`src/rtl/cnn_pkg.sv`:
```
// Shared definitions for the CNN datapath blocks.
//   DATA_W_DEFAULT : default sample width (signed fixed point)
//   POOL_K         : pooling window edge / stride
//   MAX_W          : widest sample the signed max helper handles
//   pool_state_e   : max-pool FSM state encoding
//   smax()         : signed maximum of two sign-extended samples
package cnn_pkg;

  localparam int DATA_W_DEFAULT = 16;
  localparam int POOL_K         = 2;
  localparam int MAX_W          = 32;

  typedef enum logic [2:0] {
    ST_IDLE  = 3'd0,
    ST_READ  = 3'd1,
    ST_WRITE = 3'd2,
    ST_DONE  = 3'd3,
    ST_HOLD  = 3'd4
  } pool_state_e;

  // Callers sign-extend narrower samples to MAX_W before calling.
  function automatic logic signed [MAX_W-1:0] smax(input logic signed [MAX_W-1:0] a,
                                                   input logic signed [MAX_W-1:0] b);
    return (a > b) ? a : b;
  endfunction

endpackage

```
`src/rtl/pool_addr_gen.sv`:
```
// Window counters and buffer address generation for max_pool_unit.
// Walks channel c, pooled row r, pooled column k and read phase ph.
//   clk, rst     : clock, synchronous active-high reset
//   clear        : zero all counters (controller idle)
//   step         : advance the read phase (one read issued this cycle)
//   advance      : move to the next window (one write issued this cycle)
//   ph           : current read phase 0..3
//   last_phase   : ph is the final read of the window
//   last_window  : current window is the last one of the layer
//   rd_addr      : conv-buffer address for the current phase
//   wr_addr      : pooled-buffer address of the current window
module pool_addr_gen
  import cnn_pkg::*;
#(
  parameter int IMG_W  = 26,
  parameter int IMG_H  = 26,
  parameter int CH     = 8,
  parameter int ADDR_W = 13
) (
  input  logic              clk,
  input  logic              rst,
  input  logic              clear,
  input  logic              step,
  input  logic              advance,
  output logic [1:0]        ph,
  output logic              last_phase,
  output logic              last_window,
  output logic [ADDR_W-1:0] rd_addr,
  output logic [ADDR_W-1:0] wr_addr
);

  localparam int OW = IMG_W / POOL_K;
  localparam int OH = IMG_H / POOL_K;

  localparam logic [ADDR_W-1:0] ONE           = ADDR_W'(1);
  localparam logic [ADDR_W-1:0] CH_STRIDE_RD  = ADDR_W'(IMG_W * IMG_H);
  localparam logic [ADDR_W-1:0] ROW_STRIDE_RD = ADDR_W'(POOL_K * IMG_W);
  localparam logic [ADDR_W-1:0] COL_STRIDE_RD = ADDR_W'(POOL_K);
  localparam logic [ADDR_W-1:0] CH_STRIDE_WR  = ADDR_W'(OW * OH);
  localparam logic [ADDR_W-1:0] ROW_STRIDE_WR = ADDR_W'(OW);
  localparam logic [ADDR_W-1:0] K_LAST        = ADDR_W'(OW - 1);
  localparam logic [ADDR_W-1:0] R_LAST        = ADDR_W'(OH - 1);
  localparam logic [ADDR_W-1:0] C_LAST        = ADDR_W'(CH - 1);

  logic [1:0]        ph_q, ph_d;
  logic [ADDR_W-1:0] c_q, c_d, r_q, r_d, k_q, k_d;
  logic [ADDR_W-1:0] rd_off;
  logic              k_last, r_last, c_last;

  assign k_last = (k_q == K_LAST);
  assign r_last = (r_q == R_LAST);
  assign c_last = (c_q == C_LAST);

  always_comb begin
    ph_d = ph_q;
    c_d  = c_q;
    r_d  = r_q;
    k_d  = k_q;
    if (clear) begin
      ph_d = '0;
      c_d  = '0;
      r_d  = '0;
      k_d  = '0;
    end else begin
      if (step) ph_d = ph_q + 2'd1;  // 3 wraps to 0 for the next window
      if (advance) begin
        if (!k_last) begin
          k_d = k_q + ONE;
        end else begin
          k_d = '0;
          if (!r_last) begin
            r_d = r_q + ONE;
          end else begin
            r_d = '0;
            c_d = c_last ? '0 : c_q + ONE;
          end
        end
      end
    end
  end

  always_ff @(posedge clk) begin
    if (rst) begin
      ph_q <= '0;
      c_q  <= '0;
      r_q  <= '0;
      k_q  <= '0;
    end else begin
      ph_q <= ph_d;
      c_q  <= c_d;
      r_q  <= r_d;
      k_q  <= k_d;
    end
  end

  // Phase order: top-left, top-right, bottom-left, bottom-right.
  always_comb begin
    case (ph_q)
      2'd0:    rd_off = '0;
      2'd1:    rd_off = ONE;
      2'd2:    rd_off = ADDR_W'(IMG_W);
      default: rd_off = ADDR_W'(IMG_W + 1);
    endcase
  end

  assign rd_addr     = c_q * CH_STRIDE_RD + r_q * ROW_STRIDE_RD + k_q * COL_STRIDE_RD + rd_off;
  assign wr_addr     = c_q * CH_STRIDE_WR + r_q * ROW_STRIDE_WR + k_q;
  assign ph          = ph_q;
  assign last_phase  = (ph_q == 2'd3);
  assign last_window = k_last && r_last && c_last;

endmodule

```
`src/rtl/max_pool_unit.sv`:
```
// 2x2 stride-2 max-pooling engine. Reads the conv output buffer (1-cycle
// read latency) and writes one pooled value per window, all channels per
// start. Five cycles per window: four reads then one write.
// Optional feature: define POOL_RELU_EN to clamp negative results to 0.
//   clk, rst   : clock, synchronous active-high reset
//   start      : level enable from the layer controller
//   rd_en      : conv-buffer read enable
//   rd_addr    : conv-buffer read address (held when rd_en is low)
//   rd_data    : conv-buffer data, valid the cycle after rd_en
//   wr_en      : pooled-buffer write enable
//   wr_addr    : pooled-buffer write address (held when wr_en is low)
//   wr_data    : pooled value (held when wr_en is low)
//   pool_done  : one-cycle pulse after the last window is written
module max_pool_unit
  import cnn_pkg::*;
#(
  parameter int DATA_W = DATA_W_DEFAULT,
  parameter int IMG_W  = 26,
  parameter int IMG_H  = 26,
  parameter int CH     = 8,
  parameter int ADDR_W = 13
) (
  input  logic              clk,
  input  logic              rst,
  input  logic              start,
  output logic              rd_en,
  output logic [ADDR_W-1:0] rd_addr,
  input  logic [DATA_W-1:0] rd_data,
  output logic              wr_en,
  output logic [ADDR_W-1:0] wr_addr,
  output logic [DATA_W-1:0] wr_data,
  output logic              pool_done
);

  localparam int OW    = IMG_W / POOL_K;
  localparam int OH    = IMG_H / POOL_K;
  localparam bit EMPTY = (OW == 0) || (OH == 0);

  if (longint'(CH) * longint'(IMG_W) * longint'(IMG_H) > (longint'(1) << ADDR_W)) begin : g_addr_w_check
    $error("max_pool_unit: ADDR_W too narrow for CH*IMG_W*IMG_H");
  end
  if (DATA_W > MAX_W || DATA_W < 2) begin : g_data_w_check
    $error("max_pool_unit: DATA_W out of supported range");
  end

  function automatic logic signed [DATA_W-1:0] max_s(input logic signed [DATA_W-1:0] a,
                                                     input logic signed [DATA_W-1:0] b);
    return DATA_W'(smax(MAX_W'(a), MAX_W'(b)));
  endfunction

  pool_state_e              state_q, state_d;
  logic signed [DATA_W-1:0] acc_q, acc_d;
  logic signed [DATA_W-1:0] pool_val;
  logic [ADDR_W-1:0]        rd_addr_q, rd_addr_d, wr_addr_q, wr_addr_d;
  logic [DATA_W-1:0]        wr_data_q, wr_data_d;
  logic [1:0]               ag_ph;
  logic                     ag_last_phase, ag_last_window;
  logic [ADDR_W-1:0]        ag_rd_addr, ag_wr_addr;

  pool_addr_gen #(
    .IMG_W (IMG_W),
    .IMG_H (IMG_H),
    .CH    (CH),
    .ADDR_W(ADDR_W)
  ) u_addr_gen (
    .clk        (clk),
    .rst        (rst),
    .clear      (state_q == ST_IDLE),
    .step       (state_q == ST_READ),
    .advance    (state_q == ST_WRITE),
    .ph         (ag_ph),
    .last_phase (ag_last_phase),
    .last_window(ag_last_window),
    .rd_addr    (ag_rd_addr),
    .wr_addr    (ag_wr_addr)
  );

  // State register
  always_ff @(posedge clk) begin
    if (rst) state_q <= ST_IDLE;
    else     state_q <= state_d;
  end

  // Next-state logic; dropping start during READ/WRITE aborts the layer.
  always_comb begin
    state_d = state_q;
    case (state_q)
      ST_IDLE:  if (start) state_d = EMPTY ? ST_DONE : ST_READ;
      ST_READ:  if (!start) state_d = ST_IDLE;
                else if (ag_last_phase) state_d = ST_WRITE;
      ST_WRITE: if (!start) state_d = ST_IDLE;
                else state_d = ag_last_window ? ST_DONE : ST_READ;
      ST_DONE:  state_d = ST_HOLD;
      ST_HOLD:  if (!start) state_d = ST_IDLE;
      default:  state_d = ST_IDLE;
    endcase
  end

  // The phase-3 sample is still on rd_data during WRITE, so it is folded in
  // combinationally instead of spending a cycle loading it into acc.
  always_comb begin
    pool_val = max_s(acc_q, $signed(rd_data));
`ifdef POOL_RELU_EN
    if (pool_val[DATA_W-1]) pool_val = '0;
`endif
  end

  // rd_data seen in phase p belongs to the read issued in phase p-1.
  always_comb begin
    acc_d = acc_q;
    if (state_q == ST_READ) begin
      if (ag_ph == 2'd1)      acc_d = $signed(rd_data);
      else if (ag_ph != 2'd0) acc_d = max_s(acc_q, $signed(rd_data));
    end
  end

  // Output logic
  always_comb begin
    rd_en     = 1'b0;
    wr_en     = 1'b0;
    pool_done = 1'b0;
    rd_addr_d = rd_addr_q;
    wr_addr_d = wr_addr_q;
    wr_data_d = wr_data_q;
    case (state_q)
      ST_READ: begin
        rd_en     = 1'b1;
        rd_addr_d = ag_rd_addr;
      end
      ST_WRITE: begin
        wr_en     = 1'b1;
        wr_addr_d = ag_wr_addr;
        wr_data_d = pool_val;
      end
      ST_DONE: pool_done = 1'b1;
      default: ;
    endcase
  end

  assign rd_addr = rd_addr_d;
  assign wr_addr = wr_addr_d;
  assign wr_data = wr_data_d;

  always_ff @(posedge clk) begin
    if (rst) begin
      acc_q     <= '0;
      rd_addr_q <= '0;
      wr_addr_q <= '0;
      wr_data_q <= '0;
    end else begin
      acc_q     <= acc_d;
      rd_addr_q <= rd_addr_d;
      wr_addr_q <= wr_addr_d;
      wr_data_q <= wr_data_d;
    end
  end

endmodule

```
`config.mk`:
```
export PLATFORM = sky130hd
export DESIGN_NAME = max_pool_unit
export DESIGN_NICKNAME = d
export VERILOG_FILES = /design/src/rtl/cnn_pkg.sv /design/src/rtl/pool_addr_gen.sv /design/src/rtl/max_pool_unit.sv
export SDC_FILE = /design/constraint.sdc
export NUM_CORES = 1
export LEC_CHECK = 0
export ABC_AREA = 1
export CAP_MARGIN = 20
export CORE_UTILIZATION = 50
export CTS_CLUSTER_DIAMETER = 150
export DETAILED_ROUTE_END_ITERATION = 7
export HOLD_SLACK_MARGIN = 0.06
export PLACE_DENSITY = 0.66
export SKIP_CTS_REPAIR_TIMING = 1
export SLEW_MARGIN = 20
export SYNTH_ARGS = -nofsm -noshare
export SYNTH_HDL_FRONTEND = slang
export SYNTH_SLANG_ARGS = --single-unit
```
`constraint.sdc`:
```
create_clock -name clk -period 6.5 [get_ports clk]
set_clock_uncertainty 0.1 [all_clocks]
set_input_delay 1.3 -clock clk [delete_from_list [all_inputs] [get_ports clk]]
set_output_delay 1.3 -clock clk [all_outputs]
set_load 0.01 [all_outputs]
```
* Word-level counts from Yosys, hierarchy flattened *
Cells that the tools add are included.
Widths: inputs -> output; s select.

storage, ports and cells
  input bits = 19
  logic and storage cells = 67
  register bits = 102

operators by class
  reduce and logical (&&, ||, !) cells = 11
  magnitude comparators = 1
  mux-type cells = 20
  $mul = 4
  eq/ne operators = 13
  add/sub/neg operators = 9

operators by type and width
  kind                   count
  $mux 13                5
  $mux 16                4
  $add 13x13->13         4
  $add 13x1->13 const B  3
  $eq 13x4->1 const B    2
  $gt 16x16->1           1
  $pmux 3 s5             1
  $pmux 5 s3             1
  $add 13x5->13          1
  $eq 13x3->1 const B    1
  $mul 13x4->11 const B  1
  $mul 13x4->13 const B  1
  $mul 13x8->11 const B  1
  $mul 13x8->13 const B  1
  $mux 3                 4
  $eq 3x2->1 const B     2
  $reduce_and 3->1       2
  $eq 2x2->1 const B     2
  $mux 2                 2
  $ne 2x2->1 const B     2
  $reduce_and 2->1       2
  $reduce_bool 2->1      2
  $eq 3x1->1 const B     1
  $eq 3x3->1 const B     1
  other kinds (8)        11

* Longest topological paths before layout *
Gate-level depths: netlist of the first run.

  word-level depth = 6
  gate-level depth with buffers = 27
  mapped depth without buffers = 27

* Hierarchy *
From an unflattened synthesis of the first run, not the netlist that was laid out.

second synthesis, totals
  cells, all modules = 1373
  area, all modules = 10436.3 um^2

by module, submodules not included
  module         sequential area each (um^2)  area each (um^2)  cells each  times used
  pool_addr_gen  820.8                        6774.0            876         1
  max_pool_unit  1221.2                       3662.3            497         1

* Worst setup path before layout of the first run *
No wires, ideal clock.

  kind = register to output
  start point = register u_addr_gen.c_q[0]
  end point = output port rd_addr[12]
  setup slack = 0.462 ns
  data required time = 5.100 ns
  cell stages (with the launch flop) = 23
  arrival = 4.638 ns
  buffers on the path = 0
  cell sequence = dfxtp_1 ha_1 inv_1 fa_1 inv_1 fa_1 ha_1 ha_1 a21oi_1 nand2_1 xor2_1 fa_1 ha_1 ha_1 a21oi_1 a21boi_0 nand3_1 nand3_1 nand2_1 nand3b_1 nand3_1 nand2_1 inv_1

on the way
  cells in the longest elaborated chain, start to end = 5

RTL lines
  item                          RTL line              source
  start: declaration            pool_addr_gen.sv:46   logic [ADDR_W-1:0] c_q, c_d, r_q, r_d, k_q, k_d;
  start signal: assignment      pool_addr_gen.sv:85   c_q <= '0;
  start signal: assignment      pool_addr_gen.sv:90   c_q <= c_d;
  $mul 13x8->11                 pool_addr_gen.sv:106  assign rd_addr = c_q * CH_STRIDE_RD + r_q * ROW_STRIDE_RD + k_q * COL_STRIDE_RD + rd_off;
  $add 13x13->13 (2 in series)  pool_addr_gen.sv:106
  $add 13x5->13                 pool_addr_gen.sv:106
  $mux 13                       max_pool_unit.sv:125  case (state_q)
  end: declaration              max_pool_unit.sv:27   output logic [ADDR_W-1:0] rd_addr,

No other way between the ends.

* Worst setup path in the final report of the first run *
  start point = register u_addr_gen.c_q[2]
  end point = output port rd_addr[12]

Same word-level chain as after synthesis.

==> results of run 1 <==
==> per-stage QoR <==
stage,instance area [um2],hold slack [ps]
finish,11340,372.6
global route,11340,386.7
CTS,11080,375.2
detailed placement,10790,363.9
global placement,10790,359.4
floorplan,9717,348.6
==> cells in the final DEF, fill, tap and decap left out, types with 10 or more instances in the layout <==
cell,Yosys,final
nand2_1,260,259
inv_1,234,231
ha_1,127,114
a21oi_1,108,104
dfxtp_1,102,98
fa_1,68,66
nor2_1,53,52
clkdlybuf4s50_1,0,52
nand3_1,47,46
buf_4,0,39
o21ai_0,33,26
nand4_1,26,26
xor2_1,26,24
xnor2_1,15,15
or2_2,13,14
a211oi_1,14,14
ha_4,0,12
nor3_1,14,11
inv_2,7,10
o21ai_1,3,10
==> synth_stat cells, types with 8 or more instances <==
library cell,instances,area share
and2_1,8,0.0052
buf_2,8,0.0041
nand3_1,47,0.024
xnor2_1,15,0.014
xor2_1,26,0.023
a211oi_1,14,0.011
fa_1,68,0.14
o21ai_0,33,0.017
inv_1,234,0.090
clkbuf_1,17,0.0066
nor2_1,53,0.020
nand4_1,26,0.017
nand2_1,260,0.10
nor3_1,14,0.0072
dfxtp_1,102,0.21
or2_2,13,0.0084
ha_1,127,0.16
a21oi_1,108,0.056
==> area by class of cell <==
class / count / area, um2 / area share
clock buffer: 9 / 225.2 / 0.01985
clock inverter: 7 / 68.82 / 0.006067
inverter: 243 / 912.1 / 0.08041
multi-input combinational: 898 / 6837 / 0.6027
sequential: 102 / 2047 / 0.1805
tap: 260 / 325.3 / 0.02868
timing repair buffer: 102 / 928.4 / 0.08184
==> kinds of logic after synthesis <==
family | Yosys count | share of synthesized area
and+or+nand+nor | 476 | 0.2322
buffers and inverters | 273 | 0.1104
adders and majority gates | 195 | 0.3036
AOI/OAI and AO/OA | 186 | 0.1067
DFF | 102 | 0.2101
xor gates and xnor gates | 41 | 0.03696
==> state kept, by name (all words and copies together), names as in the netlist <==
name            flops
acc_q              16
wr_data_q          16
rd_addr_q          13
u_addr_gen.c_q     13
u_addr_gen.k_q     13
u_addr_gen.r_q     13
wr_addr_q          13
state_q             3
u_addr_gen.ph       2
==> layer usage <==
| metal | global-route usage | part of all wire | up-vias |
|---|---|---|---|
| met1 | 0.3666 | 0.49 | 3890 |
| li1 | - | - | 4257 |
| met2 | 0.4044 | 0.44 | 196 |
| met4 | 0.07753 | 0.019 | 0 |
| met3 | 0.03780 | 0.049 | 33 |
| met5 | 0 | 0 | - |
==> critical path, stage by stage (launching register included) <==
cell,delay [ps]
dfxtp_1,400
ha_1,200
inv_1,60
fa_1,520
inv_1,70
fa_1,530
ha_4,220
ha_4,240
a21oi_1,120
nand2_1,110
xor2_2,210
fa_1,570
ha_4,220
ha_4,270
nand2_1,80
nor2_2,100
nand3_1,80
nand3_1,110
nand3_1,80
nand2_1,100
nand3b_1,100
nand3_1,60
nand2_1,100
inv_1,40
dlymetal6s2s_1,160
==> worst min-delay path by stage <==
stage	from	endpoint	slack, ps	cells after the start
after global routing	wr_data_q[12]	wr_data_q[12]	390	2
final	wr_addr_q[11]	wr_addr_q[11]	370	2
after global placement	rd_addr_q[0]	rd_addr_q[0]	360	2
after CTS	wr_data_q[12]	wr_data_q[12]	380	2
after floorplan	rd_addr_q[0]	rd_addr_q[0]	350	2
after detailed placement	wr_data_q[12]	wr_data_q[12]	360	2
==> where the power goes <==
part | switching [mW] | leakage, nW | internal [mW] | total [mW]
Clock | 0.293 | 0.143 | 0.271 | 0.564
Sequential | 0.00276 | 0.825 | 0.633 | 0.635
Combinational | 0.0825 | 4.65 | 0.0593 | 0.142
Total | 0.378 | 5.61 | 0.963 | 1.34
==> results.yml, run 1 <==
timing:
  rsz0062_at_grt: "yes"
  setup_ws_ps: -19.73
  period_needed_ps: 6520
  hold_viol: 0
  tns_ps: -19.73
  fmax_mhz: 153.4
  relSlewSlack: 0.4940
  timing.final.crit_share: 1.003
  setup_viol: 1
  final-max-slew-violation-count: 0
  worstMarginPinSlew_ps: 759.0
layout:
  area_growth_pct: 16.74
  n_fill_cell: 1774
  antenna_cells: 0
  num-nets-final: 1570
  layoutNonFillerInstCount: 1621
  drive_gt1_frac: 0.1117
  fin_util: 0.6004
setup_path:
  worstSetupPathType: "reg2out"
  crit_path_end: "rd_addr[12]"
  r2r_cells: 23
  cp-end-kind: "output pin"
  worstPathRequired_ps: 5100
  r2r-start: "u_addr_gen.c_q[2]"
  reg2reg_to: "rd_addr_q[12]"
  crit_fanout: 3
  startpoint_type: "register"
  r2r_slack_ps: 1680
  cp-startpoint: "u_addr_gen.c_q[2]"
  cp.arrival_ps: 5120
logic_synthesis:
  synth-edff-count: 0
  seq_area_frac_synth: 0.2101
  synth.distinct_cells: 52
  yosysWarningCount: 0
  synthCells: 1273
  ys_ff_latch: 102
  synth_nets: 1487
  syn_area_per_cell_um2: 7.633
  syn-cell-area_um2: 9717
  ys_async_sr_fraction: 0
  ys.flop_type: "dfxtp_1"
placement:
  io_buffers: 63
  dp.cells: 1603
  hpwlAfterDp_um: 19050
  gp_congestion: 0.9656
  place_ws_ps: -174.2
cts:
  clk_latency_ps: 370
  cts.clk_slew.worst_paths_ps: 80
  cts_max_path_buffers: 2
  htree_num_levels: 3
  root_buffer: "clkbuf_16"
  cts_tree: "yes"
  cts_buffers: 9
  cts.sinks: 102
global_route:
  grt_max_degree: 56
  track_usage: 0.2578
  antenna_found_initial: 0
  grt-ovfl-total: 0
  grt_pass1_wl_um: 40640
  grt_pass1_vias: 8166
power:
  leakage_nw: 5.613
  power_mw: 1.341
  powerDensity_nw_per_um2: 118.2
  peakVddDrop_mv: 0.1100
status:
  violations: "setup timing"
  status: "finished, violations left"
floorplanning:
  core_area_um2: 18890
  num_rows: 50
  fp.dieW_um: 141.4
  die-area_um2: 20000
  ioPinCount: 64
  dieHeight_um: 141.4
  start_util: 0.5143
routing:
  routed_via_density: 5.167
  drc: 0
  drt_first_pass_iters: 5
  ant_nets: 0
  drtIter0Drc: 546
  wire_per_inst_um: 15.10
  wl_um: 24480
  vias: 8376
worst_hold_path:
  hp-class: "reg2reg"
flow_run:
  drv_cap: 0
Power figures use the tool's default switching activity.
==> run 2: changes to the inputs <==
--- a/config.mk
+++ b/config.mk
@@ -7,6 +7,8 @@
 export LEC_CHECK = 0
 export ABC_AREA = 1
 export CAP_MARGIN = 20
+export CORE_ASPECT_RATIO = 0.7
+export CORE_MARGIN = 8
 export CORE_UTILIZATION = 50
 export CTS_CLUSTER_DIAMETER = 150
 export DETAILED_ROUTE_END_ITERATION = 7
==> run 2 against run 1 <==
Effect of this change:
- the run now ends clean
- sequential cell count unchanged
- die area increased by 21%
- largest cell class unchanged
- first-iteration DRC count increased by 20%
- final cell count increased by 0.19%
- clock-buffer cell count unchanged
- maximum frequency increased by 2.0%
==> results.yml, run 2 (synthesis results as in run 1) <==
setup_path:
  worstPathRequired_ps: 5100
  cp.arrival_ps: 4990
  r2r_cells: 23
  r2r-start: "u_addr_gen.c_q[1]"
  r2r_slack_ps: 1770
  worstSetupPathType: "reg2out"
  startpoint_type: "register"
  cp-end-kind: "output pin"
  reg2reg_to: "rd_addr_q[12]"
  crit_fanout: 3
layout:
  final_common_cell: "nand2_1"
  n_fill_cell: 1738
  final_cell_mix: "nand2_1, inv_1, ha_1"
  drive_gt1_frac: 0.1125
  layoutNonFillerInstCount: 1624
  antenna_cells: 0
  num-nets-final: 1570
  fin_util: 0.5984
  top_regs: "acc_q (16), wr_data_q (16)"
  area_growth_pct: 16.83
global_route:
  grt_pass1_wl_um: 42080
  grt_max_degree: 56
  track_usage: 0.2149
  grt_pass1_vias: 8085
  antenna_found_initial: 0
  grt-ovfl-total: 0
timing:
  rsz0062_at_grt: "yes"
  final-max-slew-violation-count: 0
  setup_viol: 0
  period_needed_ps: 6389
  timing.final.crit_share: 0.9830
  worstMarginPinSlew_ps: 807.2
  relSlewSlack: 0.4619
  fmax_mhz: 156.5
  hold_viol: 0
  fin_hold_ws_ps: 373.2
  tns_ps: 0
cts:
  cts.sinks: 102
  cts_max_path_buffers: 2
  cts_tree: "yes"
  root_buffer: "clkbuf_16"
  clk_latency_ps: 360
  htree_num_levels: 3
  cts_buffers: 9
  cts.clk_slew.worst_paths_ps: 80
routing:
  drc: 0
  drt_first_pass_iters: 5
  vias: 8404
  routed_via_density: 5.175
  wire_per_inst_um: 15.80
  drtIter0Drc: 656
  ant_nets: 0
  wl_um: 25660
floorplanning:
  die-area_um2: 24220
  core_area_um2: 18970
  num_rows: 42
  dieHeight_um: 132.6
  fp.dieW_um: 182.6
  ioPinCount: 64
  start_util: 0.5122
power:
  leakage_nw: 5.637
  share_comb_of_total_power: 0.109
  p_int_uw: 956.9
  sw_frac_of_total: 0.2752
  power.share.clock: 0.410
  pwr-share-seq: 0.481
  p_switching_uw: 363.2
  power_mw: 1.320
  powerDensity_nw_per_um2: 116.3
  peakVddDrop_mv: 0.1042
placement:
  hpwlAfterDp_um: 20190
  dp.cells: 1608
  gp_congestion: 0.8899
  io_buffers: 63
worst_hold_path:
  worstHoldStart: "wr_data_q[3]"
  hp-class: "reg2reg"
  whs_path_depth: 2
  holdPathEnd: "wr_data_q[3]"
status:
  status: "finished clean"
flow_run:
  drv_cap: 0
-- run 2: cell types whose count changed in the layout (fill, tap and decap cells not counted), sizes merged --
cell / change
inv: -1
-- run 2: worst max-delay path by stage --
stage	cells past startpoint	to	slack, ps	start
final	23	rd_addr[12]	110	u_addr_gen.c_q[1]
after global routing	24	rd_addr[12]	-180	u_addr_gen.c_q[1]
after CTS	23	rd_addr[12]	-670	u_addr_gen.c_q[1]
after detailed placement	23	rd_addr[12]	-240	u_addr_gen.c_q[1]
after global placement	23	rd_addr[12]	-130	u_addr_gen.c_q[1]
after floorplan	22	rd_addr[12]	460	u_addr_gen.c_q[0]
-- run 2: power by group through the flow --
stage | combinational (mW) | clock, mW | sequential, mW
after floorplan | 0.0872 | 0 | 0.649
after global placement | 0.142 | 0 | 0.650
after detailed placement | 0.143 | 0 | 0.650
after CTS | 0.144 | 0.558 | 0.635
after global routing | 0.160 | 0.578 | 0.635
final | 0.144 | 0.542 | 0.635
-- run 2: area by class of cell --
cell class	count	area [um2]	share of cell area
clock buffer	9	225.2	0.01984
clock inverter	6	56.30	0.004960
inverter	243	912.1	0.08035
multi-input combinational	898	6847	0.6031
sequential	102	2053	0.1809
tap	264	330.3	0.02910
timing repair buffer	102	928.4	0.08178
-- run 2: per-stage QoR --
stage                     worst slack, ps  cell area, um2
final                               110.6           11350
after global routing               -176.8           11350
after CTS                          -667.2           11080
after detailed placement           -242.1           10800
after global placement             -127.6           10800
after floorplan                     461.6            9717
-- run 2: critical path, stage by stage (launching register included) --
cell	delay [ps]
dfxtp_1	340
ha_4	270
inv_1	40
fa_1	480
inv_1	50
fa_1	520
ha_4	210
ha_4	250
a21oi_4	140
nand2_2	80
xor2_2	230
fa_1	490
ha_4	270
ha_4	240
a21oi_2	140
a21boi_2	190
nand3_2	90
nand3_1	70
nand2_1	60
nand3b_1	150
nand3_1	70
nand2_1	70
inv_1	50
clkbuf_2	120
-- run 2: metal layers --
metal | GRT usage | part of all wire | wire (um)
met1 | 0.3212 | 0.51 | 13080
met4 | 0.04042 | 0.0093 | 238
met2 | 0.2976 | 0.39 | 10010
met5 | 0 | 0 | 0
met3 | 0.06371 | 0.091 | 2327
==> run 3: changes to the inputs <==
--- a/config.mk
+++ b/config.mk
@@ -19,3 +19,4 @@
 export SYNTH_ARGS = -nofsm -noshare
 export SYNTH_HDL_FRONTEND = slang
 export SYNTH_SLANG_ARGS = --single-unit
+export TNS_END_PERCENT = 20
==> run 3 against run 2 <==
Effect of this change:
- the flow now finishes with violations (setup timing)
- register-to-register slack hardly changed
- sequential share of layout area rose by 0.12 points
- largest power group unchanged
- critical path type unchanged
- largest cell class unchanged
- core utilization is 0.46 points lower
- final area fell by 0.76%
- critical path depth fell by 3
- sequential power barely moved
- critical endpoint is now wr_addr[12]
==> results.yml, run 3 (synthesis results as in run 1) <==
status:
  status: "finished, violations left"
  violations: "setup timing"
routing:
  wl_um: 25660
  drc: 0
  ant_nets: 0
  routed_via_density: 5.180
  wire_per_inst_um: 15.81
  drtIter0Drc: 749
  drt_first_pass_iters: 5
  vias: 8407
global_route:
  grt-ovfl-total: 0
  antenna_found_initial: 0
  grt_max_degree: 56
  grt_pass1_wl_um: 42080
  grt_pass1_vias: 8085
  track_usage: 0.2149
floorplanning:
  die-area_um2: 24220
  dieHeight_um: 132.6
  ioPinCount: 64
  num_rows: 42
  fp.dieW_um: 182.6
  start_util: 0.5122
  core_area_um2: 18970
power:
  p_int_uw: 957.2
  peakVddDrop_mv: 0.1040
  power_mw: 1.322
  p_switching_uw: 364.5
  power.share.clock: 0.411
  share_comb_of_total_power: 0.109
  powerDensity_nw_per_um2: 117.3
  leakage_nw: 5.604
  pwr-share-seq: 0.480
  sw_frac_of_total: 0.2758
timing:
  period_needed_ps: 6614
  rsz0062_at_grt: "yes"
  relSlewSlack: 0.4520
  final-max-slew-violation-count: 0
  fmax_mhz: 151.2
  tns_ps: -141.7
  hold_viol: 0
  setup_ws_ps: -113.8
  timing.final.crit_share: 1.018
  worstMarginPinSlew_ps: 822.0
  setup_viol: 2
setup_path:
  crit_path_frequent_cell: "inv_1"
  worstSetupPathType: "reg2out"
  cp_cell_sequence: "buf_4 > buf_4 > ha_1 > inv_1 > fa_2 > fa_1 > inv_1 > fa_1 > inv_1 > fa_1 > inv_1 > ha_1 > inv_1 > o21ai_0 > a31oi_1 > nand3_1 > nand3_1 > nand3_1 > nand2_1 > clkdlybuf4s50_1"
  cp.arrival_ps: 5210
  cpPeakStageDelay_ps: 550
  cp-startpoint: "u_addr_gen.c_q[2]"
  crit_fanout: 3
  r2r_cells: 23
  crit_family: "adder cells"
  reg2reg_to: "rd_addr_q[12]"
  r2r-start: "u_addr_gen.c_q[1]"
  startpoint_type: "register"
  worstPathRequired_ps: 5100
  critical-path-slowest-cell: "fa_1"
  r2r_slack_ps: 1760
  cp_num_buf_inv: 8
  cp-end-kind: "output pin"
layout:
  register_area_um2: 2051
  area_growth_pct: 15.94
  top_regs: "acc_q (16), wr_data_q (16)"
  fin_util: 0.5939
  antenna_cells: 0
  layoutNonFillerInstCount: 1623
  final_common_cell: "nand2_1"
  drive_gt1_frac: 0.1074
  final_cell_mix: "nand2_1, inv_1, ha_1"
  multi_input_area_um2: 6775
  num-nets-final: 1569
  n_fill_cell: 1752
flow_run:
  drv_cap: 0
placement:
  gp_congestion: 0.8899
  dp.cells: 1608
  io_buffers: 63
  place_ws_ps: -242.1
  hpwlAfterDp_um: 20190
cts:
  root_buffer: "clkbuf_16"
  cts.sinks: 102
  cts.clk_slew.worst_paths_ps: 80
  clk_latency_ps: 360
  cts_tree: "yes"
  cts_max_path_buffers: 2
  cts_buffers: 9
  htree_num_levels: 3
worst_hold_path:
  worstHoldStart: "wr_data_q[3]"
  hp-class: "reg2reg"
  whs_path_depth: 2
  holdPathEnd: "wr_data_q[3]"
## run 3: cell types whose count changed in the layout (fill, tap and decap cells not counted), moves of 2 or more
cell,before,now
dlymetal6s2s_1,8,6
ha_1,117,120
clkdlybuf4s50_1,52,54
ha_4,10,6
## run 3: cell type report
type,instances,area share
well taps,264,0.02932
multi-input cells,898,0.6014
clock inverters,6,0.004998
inverters,243,0.08096
repair buffers,101,0.08130
clock buffers,9,0.01999
flip-flops and latches,102,0.1820
## run 3: power groups by stage
stage          logic [mW]  registers, mW  clock network, mW
3_3_place_gp        0.142          0.650                  0
6_report            0.144          0.635              0.543
5_1_grt             0.159          0.636              0.578
4_1_cts             0.144          0.635              0.558
3_5_place_dp        0.143          0.650                  0
2_1_floorplan      0.0872          0.649                  0
## run 3: worst min-delay path: stages, from the launching register on
cell and delay, ps:
dfxtp_1 300, nand2_1 70, a21oi_1 60
## run 3: how the worst max path moves through the flow
stage,slack [ps],cells after the start,to
2_1_floorplan,460,22,rd_addr[12]
3_3_place_gp,-130,23,rd_addr[12]
3_5_place_dp,-240,23,rd_addr[12]
4_1_cts,-670,23,rd_addr[12]
5_1_grt,-350,20,wr_addr[12]
6_report,-110,20,wr_addr[12]
## run 3: layer usage
layer | GRT usage | routed length [um]
met1 | 0.3212 | 13120
met2 | 0.2976 | 9982
met3 | 0.06371 | 2311
met4 | 0.04042 | 242
met5 | 0 | 0
## run 3: metrics by stage
stage | instance area, um2 | hold WS (ps)
final | 11270 | 372.7
after global routing | 11270 | 398.8
after CTS | 11080 | 375.4
after detailed placement | 10800 | 363.8
after global placement | 10800 | 359.5
after floorplan | 9717 | 348.6
